--- src/rtl/clk_sel_pkg.sv ---
// rtl/clk_sel_pkg.sv - source-select encodings and clock-switch FSM states
package clk_sel_pkg;

    localparam logic [1:0] SEL_50M = 2'b11;
    localparam logic [1:0] SEL_31K = 2'b10;
    localparam logic [1:0] SEL_2M  = 2'b01;
    localparam logic [1:0] SEL_250 = 2'b00;

    typedef enum logic [1:0] {
        RUN,
        WAIT_OLD_LOW,
        GAP,
        WAIT_NEW_LOW
    } sw_state_t;

endpackage

--- src/rtl/sw_debounce.sv ---
// rtl/sw_debounce.sv - stability-count debouncer for already-synchronized panel switches
module sw_debounce #(
    parameter int WIDTH  = 2,
    parameter int CYCLES = 8
) (
    input  logic             clk,
    input  logic             rst_n,
    input  logic [WIDTH-1:0] din,
    output logic [WIDTH-1:0] stable,
    output logic             change
);

    localparam int CW = $clog2(CYCLES + 1);

    logic [WIDTH-1:0] cand_q;
    logic [CW-1:0]    cnt;

    // Any movement of the candidate, or agreement with the stable value, restarts the count.
    always_ff @(posedge clk or negedge rst_n) begin
        if (!rst_n) begin
            cand_q <= '0;
            stable <= '0;
            cnt    <= '0;
            change <= 1'b0;
        end else begin
            cand_q <= din;
            change <= 1'b0;
            if (din != cand_q || din == stable) begin
                cnt <= '0;
            end else if (cnt == CW'(CYCLES - 1)) begin
                stable <= din;
                change <= 1'b1;
                cnt    <= '0;
            end else begin
                cnt <= cnt + CW'(1);
            end
        end
    end

endmodule

--- src/rtl/clock_switch_ctrl.sv ---
// rtl/clock_switch_ctrl.sv - glitch-free run-time CPU clock source switcher
module clock_switch_ctrl
    import clk_sel_pkg::*;
#(
    parameter int DEBOUNCE_CYCLES = 2_500_000,
    parameter int GAP_CYCLES      = 16,
    parameter int WAIT_MAX        = 1_048_575,
    parameter int SYNC_STAGES     = 2
) (
    input  logic       pll0_250MHz,
    input  logic       n_reset,
    input  logic       MHz50,
    input  logic       KHz31,
    input  logic       MHz2,
    input  logic       Hz250,
    input  logic [1:0] sw,
    output logic       cpuclk,
    output logic [1:0] sel,
    output logic       busy,
    output logic       sw_ack
);

    localparam int GW = $clog2(GAP_CYCLES + 1);
    localparam int WW = $clog2(WAIT_MAX + 1);

    logic [5:0] sync_pipe [SYNC_STAGES];
    logic [3:0] s_src;
    logic [1:0] s_sw;
    logic [1:0] deb_val;
    logic       deb_chg;

    sw_state_t  state, state_d;
    logic [1:0] sel_d, target, target_d;
    logic       busy_d, cpuclk_d, ack_d, pend, pend_d, wait_hit;
    logic [GW-1:0] gap_cnt, gap_d;
    logic [WW-1:0] wait_cnt, wait_d;

    // Source clocks are plain data here; bit index matches the select encoding.
    always_ff @(posedge pll0_250MHz or negedge n_reset) begin
        if (!n_reset) begin
            for (int i = 0; i < SYNC_STAGES; i++) sync_pipe[i] <= '0;
        end else begin
            sync_pipe[0] <= {sw, MHz50, KHz31, MHz2, Hz250};
            for (int i = 1; i < SYNC_STAGES; i++) sync_pipe[i] <= sync_pipe[i-1];
        end
    end

    assign s_src    = sync_pipe[SYNC_STAGES-1][3:0];
    assign s_sw     = sync_pipe[SYNC_STAGES-1][5:4];
    assign wait_hit = (wait_cnt == WW'(WAIT_MAX));

    sw_debounce #(
        .WIDTH  (2),
        .CYCLES (DEBOUNCE_CYCLES)
    ) u_sw_debounce (
        .clk    (pll0_250MHz),
        .rst_n  (n_reset),
        .din    (s_sw),
        .stable (deb_val),
        .change (deb_chg)
    );

    always_ff @(posedge pll0_250MHz or negedge n_reset) begin
        if (!n_reset) begin
            state    <= RUN;
            sel      <= SEL_250;
            target   <= SEL_250;
            busy     <= 1'b0;
            cpuclk   <= 1'b0;
            sw_ack   <= 1'b0;
            pend     <= 1'b0;
            gap_cnt  <= '0;
            wait_cnt <= '0;
        end else begin
            state    <= state_d;
            sel      <= sel_d;
            target   <= target_d;
            busy     <= busy_d;
            cpuclk   <= cpuclk_d;
            sw_ack   <= ack_d;
            pend     <= pend_d;
            gap_cnt  <= gap_d;
            wait_cnt <= wait_d;
        end
    end

    // A change seen while a switch is in flight is remembered and re-evaluated back in RUN.
    always_comb begin
        state_d  = state;
        sel_d    = sel;
        target_d = target;
        busy_d   = busy;
        cpuclk_d = s_src[sel];
        ack_d    = 1'b0;
        pend_d   = pend | deb_chg;
        gap_d    = gap_cnt;
        wait_d   = wait_cnt;
        case (state)
            RUN: begin
                pend_d = 1'b0;
                if ((deb_chg || pend) && deb_val != sel) begin
                    ack_d    = 1'b1;
                    target_d = deb_val;
                    busy_d   = 1'b1;
                    wait_d   = '0;
                    state_d  = WAIT_OLD_LOW;
                end
            end
            WAIT_OLD_LOW: begin
                if (!s_src[sel] || wait_hit) begin
                    cpuclk_d = 1'b0;
                    gap_d    = '0;
                    wait_d   = '0;
                    state_d  = GAP;
                end else begin
                    wait_d = wait_cnt + WW'(1);
                end
            end
            GAP: begin
                cpuclk_d = 1'b0;
                if (gap_cnt == GW'(GAP_CYCLES - 1)) begin
                    sel_d   = target;
                    gap_d   = '0;
                    state_d = WAIT_NEW_LOW;
                end else begin
                    gap_d = gap_cnt + GW'(1);
                end
            end
            WAIT_NEW_LOW: begin
                cpuclk_d = 1'b0;
                if (!s_src[sel] || wait_hit) begin
                    busy_d  = 1'b0;
                    wait_d  = '0;
                    state_d = RUN;
                end else begin
                    wait_d = wait_cnt + WW'(1);
                end
            end
            default: state_d = RUN;
        endcase
    end

endmodule

--- config.mk ---
export PLATFORM = sky130hd
export DESIGN_NAME = clock_switch_ctrl
export DESIGN_NICKNAME = d
export VERILOG_FILES = /design/src/rtl/clk_sel_pkg.sv /design/src/rtl/sw_debounce.sv /design/src/rtl/clock_switch_ctrl.sv
export SDC_FILE = /design/constraint.sdc
export NUM_CORES = 1
export LEC_CHECK = 0
export BUFFER_PORTS_ARGS = -buffer_cell sky130_fd_sc_hd__clkbuf_2
export CORE_MARGIN = 3
export CORE_UTILIZATION = 55
export CTS_CLUSTER_DIAMETER = 50
export CTS_CLUSTER_SIZE = 8
export DETAILED_ROUTE_END_ITERATION = 7
export PLACE_DENSITY_LB_ADDON = 0.2
export SETUP_SLACK_MARGIN = 0.5
export SYNTH_ARGS = -nofsm -noshare
export SYNTH_HDL_FRONTEND = slang
export SYNTH_SLANG_ARGS = --single-unit
--- constraint.sdc ---
create_clock -name pll0_250MHz -period 2.04 [get_ports pll0_250MHz]
set_clock_uncertainty 0.15 [all_clocks]
set_input_delay 0.102 -clock pll0_250MHz [delete_from_list [all_inputs] [get_ports pll0_250MHz]]
set_output_delay 0.102 -clock pll0_250MHz [all_outputs]
set_load 0.01 [all_outputs]
Word level (Yosys, flattened, before mapping)
Index checks and enable logic that the tools add are counted.
- word-level logic and storage cells: 77
- register bits: 74
- bits of input ports: 8
- output and inout port bits: 5
- multiplexer cells: 25
- order comparisons: 1
- reductions and logical operators: 18
- bitwise operators: 2
- $add $sub $neg: 3
- equal/unequal tests: 13
- operator list (cell ; count):
    $mux 22 ; 2
    $mux 20 ; 2
    $pmux 20 s2 ; 1
    $add 22x1->22 const B ; 1
    $eq 22x22->1 const B ; 1
    $add 20x1->20 const B ; 1
    $eq 20x20->1 const B ; 1
    $mux 5 ; 2
    $pmux 5 s2 ; 1
    $reduce_and 2->1 ; 5
    $mux 1 ; 9
    $mux 2 ; 4
    $ne 2x2->1 const B ; 4
    $pmux 2 s4 ; 1
    $reduce_bool 2->1 ; 3
    $add 5x1->5 const B ; 1
    $eq 5x4->1 const B ; 1
    $eq 2x2->1 const B ; 2
    $ne 2x2->1 ; 2
    $pmux 1 s2 ; 2
    $reduce_and 4->1 ; 1
    $reduce_or 2->1 ; 2
    $logic_or 1x1->1 ; 3
    $lt 2x3->1 const B ; 1
    other kinds (9) ; 9

Logic depth before layout (Yosys ltp)
- word-level depth: 6
- gate-level depth with buffers: 10
- gate-level depth less buffers: 7

Hierarchy
From an unflattened synthesis, not the netlist that was laid out.
- cells, all modules: 344
- area total of the unflattened synthesis: 3618.5 sq um
- by module, submodules not included (module ; instances ; cells an instance ; area each (sq um) ; sequential area each (sq um)):
    clock_switch_ctrl ; 1 ; 207 ; 2258.4 ; 1176.1
    sw_debounce ; 1 ; 137 ; 1360.1 ; 675.6

Least setup slack after synthesis
No wires, ideal clock.
- kind: reg-to-reg
- from: register wait_cnt[0]
- to: register state[1]
- arrival time: 1.779 ns
- stages on the path, launching flop included: 8
- setup slack: -0.013 ns
- buffers on the path: 1
- required time: 1.765 ns
- cell sequence: dfrtp_1 -> ha_1 -> nand3_1 -> nor3_2 -> a21o_1 -> buf_6 -> nand3_1 -> mux2_2
- cells in the longest elaborated chain, start to end: 4
- elaborated cells on any way between the ends: 5
- classes of those cells: eq/ne (3); reduce/logical (2)
- RTL lines (item ; RTL line ; RTL):
    from (decl) ; clock_switch_ctrl.sv:36 ; logic [WW-1:0] wait_cnt, wait_d;
    from (signal assigned) ; clock_switch_ctrl.sv:83 ; wait_cnt <= wait_d;
    $eq 20x20->1 * ; clock_switch_ctrl.sv:50 ; assign wait_hit = (wait_cnt == WW'(WAIT_MAX));
    $logic_or 1x1->1 * ; clock_switch_ctrl.sv:110, clock_switch_ctrl.sv:131 ;
    $ne 2x2->1 (no line) ; -- ;
    $reduce_and 4->1 (no line) * ; -- ;
    to (signal assigned) ; clock_switch_ctrl.sv:75 ; state <= state_d;
    to (decl) ; clock_switch_ctrl.sv:32 ; sw_state_t state, state_d;
Mark *: on every way between the ends. The rest lies on a longest branch, timed or not.
A chain may end at the register's enable or synchronous reset.

Final worst setup path
- from: register state[1]
- to: register wait_cnt[11]
- cells in the longest elaborated chain, start to end: 4
- elaborated cells on any way between the ends: 8
- classes of those cells: eq/ne (3); mux (1); reduce/logical (4)
- RTL lines (item ; RTL line ; RTL):
    $eq 2x2->1 or $eq 2x1->1 (tied branches) ; clock_switch_ctrl.sv:98 ; case (state)
    $reduce_or 2->1 (no line) ; -- ;
    $reduce_bool 2->1 (no line) ; -- ;
    $reduce_and 2->1 (no line) ; -- ;
Several ways; a longest one is shown, not always the timed one.

==> results.txt <==
Clock buffer depth: 2
Final antenna-violating net count: 0
Ys flop type: dfrtp_1
Post-route cell area: 0.005263 sq mm
WHS: 159.7 ps
Top Ports: 13
Max VDD drop: 0.6354 mV
Pwr Density: 540.5 mW/mm^2
Final RePlAce weighted congestion: 0.9460
Status: finished with violations
DRT iter0 DRCs: 394
YS warnings: 0
Clock-pin slew on the worst setup and hold paths: 80 ps
Crit path DAT: 2300 ps
Starting Density: 0.5832
CP cell instances: inv_2 > ha_4 > o21ai_2 > a21oi_2 > nor2_4 > buf_6 > nor3_1 > mux2_2
#FFs+latches synth: 74
Skew-Pair Late Insertion Delay: 360 ps
Async set-or-reset flop fraction in the synthesized netlist: 1.000
Clock sinks: 74
Final Power: 2845 uW
CTS H-Tree Depth: 3
Family with the most delay on the worst path: simple AND/OR/NAND/NOR gates
Post-route core utilization: 0.8683
Core area: 0.006061 sq mm
Final Hold Viols: 0
CTS Root Cell: clkbuf_8
Fill cell count: 252
CP max stage cell: dfrtp_1
RSZ-0062 raised after global routing: true
Cells after Synth: 356
WP buf/inv: 2
Router iterations before antenna repair: 6
Antenna violations before repair: 0
Mean Syn Cell Area: 9.929 sq um
Routed WL: 12350 microns
Global-route wire length before repair: 15840 microns
Netlist Area Pre-Place: 0.003535 sq mm
Area of the multi-input gates: 0.002150 sq mm
Critical Path RT: 2190 ps
Drt via density: 6.603
Seq/Total Area, Yosys: 0.5239
CTS tree: built
Area Growth Syn to Fin: 48.89%
CP max stage delay: 450 ps
Nets: 479
Register area: 0.001861 sq mm
Netlist cell types: 45
DR vias: 3592
Post-route setup TNS: -154.7 ps
Die X-Extent: 86.17 microns
Grt ovf: 0
Die ar.: 0.007424 sq mm
Syn nets: 371
Crit start category: register
Crit share post-route: 1.056
Final Max Slew Viols: 0
Layout cells sized above 1: 0.4840
Hold crit path type: in -> async
Post-Place Cell Area: 0.004044 sq mm
Slew margin rel.: 0.5400
Crit-path max FO: 6
Fmax achieved: 0.4642 GHz
Vias in the first global route: 3194
Final worst setup slack: -114.1 ps
Post-synth EDFFs: 0
Max-Cap Viols: 0
Minimum clock period: 2154 ps
Setup violators final: 6
Leakage: 0.002264 uW
WL/cell: 22.71 microns
Post-DP HPWL: 5320 microns
Die Span Y: 86.17 microns
Port bufs: 12
Most common cell after layout, fill and taps aside: dfrtp_1
Row count: 28
CP Class: reg -> reg
Most frequent cells in the layout: dfrtp_1 (67), buf_4 (63), nand2_1 (24), nor2_1 (24), buf_6 (23)
Diodes inserted: 0
Drc violations: 0
Failing checks: setup timing
Pin count of the biggest net entering global routing: 56
Overall global routing resource usage: 0.2797
Measured slew at the worst slew-check pin: 690.0 ps
Crit. End Element: register
CTS buffer count: 9
[worst reg2reg max path, stage by stage, from the launching register on]
cell,delay (ps)
dfrtp_1,450
inv_2,140
ha_4,180
o21ai_2,60
a21oi_2,200
nor2_4,110
buf_6,150
nor3_1,350
mux2_2,290
[power breakdown]
part	internal, uW	switching (uW)	total (uW)
logic	63.5	86.6	150
registers	1480	10.4	1490
clock network	630	571	1200
[cell usage after synthesis (all sizes together), types with 8 or more instances]
library cell	n	area, sq um
nand2	29	108.9
a21oi	14	73.82
inv	13	48.80
nand4	12	75.07
xnor2	21	183.9
nand3	28	140.1
nor2	50	187.7
nor3	11	60.06
mux2	8	90.09
o21ai	15	78.82
dfrtp	74	1852
[layer usage]
layer  up-vias  track usage  share of wire
met5         -            0              0
met4         0       0.1453          0.049
met3        68      0.04515          0.083
met2       274       0.4415           0.48
met1      1772       0.3729           0.38
li1       1478            -              -
[layout make-up]
| cell class | instances | share of cell area |
|---|---|---|
| Sequential cell | 74 | 0.3535 |
| Inverter | 13 | 0.009748 |
| Clock inverter | 4 | 0.009510 |
| Clock buffer | 12 | 0.02948 |
| Tap cell | 75 | 0.01783 |
| Multi-Input combinational cell | 259 | 0.4085 |
| Timing Repair Buffer | 107 | 0.1714 |
[logic make-up (layout without fill, tap and decap cells)]
| family | Yosys count | count (layout) | share of synthesized area |
|---|---|---|---|
| buffers and inverters | 24 | 136 | 0.02867 |
| multiplexers | 11 | 11 | 0.03752 |
| adder cells (fa/ha/maj) | 7 | 7 | 0.02478 |
| AND/OR/NAND/NOR | 157 | 157 | 0.2145 |
| XOR/XNOR | 27 | 27 | 0.06690 |
| flip-flops | 74 | 74 | 0.5239 |
| AO/OA/AOI/OAI | 56 | 57 | 0.1037 |
[path summary, 6_finish.rpt]
kind | from | endpoint | slack (ps) | depth (start not counted)
max | state[1]$_DFFE_PN0P_ | wait_cnt[11]$_DFFE_PN0P_ | -110 | 8
min | n_reset | u_sw_debounce.cnt[13]$_DFF_PN0_ | 160 | 2
max reg2reg | state[1]$_DFFE_PN0P_ | wait_cnt[11]$_DFFE_PN0P_ | -110 | 8
min reg2reg | sync_pipe[9]$_DFF_PN0_ | s_src[3]$_DFF_PN0_ | 200 | 0
max in group asynchronous | n_reset | wait_cnt[4]$_DFFE_PN0P_ | 920 | 3
min in group pll0_250MHz | sync_pipe[9]$_DFF_PN0_ | s_src[3]$_DFF_PN0_ | 200 | 0
[state kept, by name, indices dropped and copies added (netlist names)]
| register | count |
|---|---|
| u_sw_debounce.change | 1 |
| u_sw_debounce.cnt | 22 |
| u_sw_debounce.stable | 2 |
| u_sw_debounce.cand_q | 2 |
| busy | 1 |
| sync_pipe | 6 |
| wait_cnt | 20 |
| cpuclk | 1 |
| s_src | 4 |
| target | 2 |
| s_sw | 2 |
| sw_ack | 1 |
| pend | 1 |
| sel | 2 |
| gap_cnt | 5 |
| state | 2 |
[per-stage QoR]
stage          setup slack (ps)  std cells
6_report                 -114.1        544
5_1_grt                  -147.2        544
4_1_cts                   84.22        518
3_5_place_dp             -5.341        467
3_3_place_gp              47.69        467
2_1_floorplan             114.2        356
[timing repair]
item | in CTS | in global routing
buffers inserted | 26 | 25
gates resized for setup | 59 | 81
cloned | 2 | 1
hold endpoints to repair | 59 | 0
endpoints found under the setup margin | 56 | 57
pin swaps | 16 | 23
hold buffers | 7 | 0
Power figures use the tool's default switching activity.
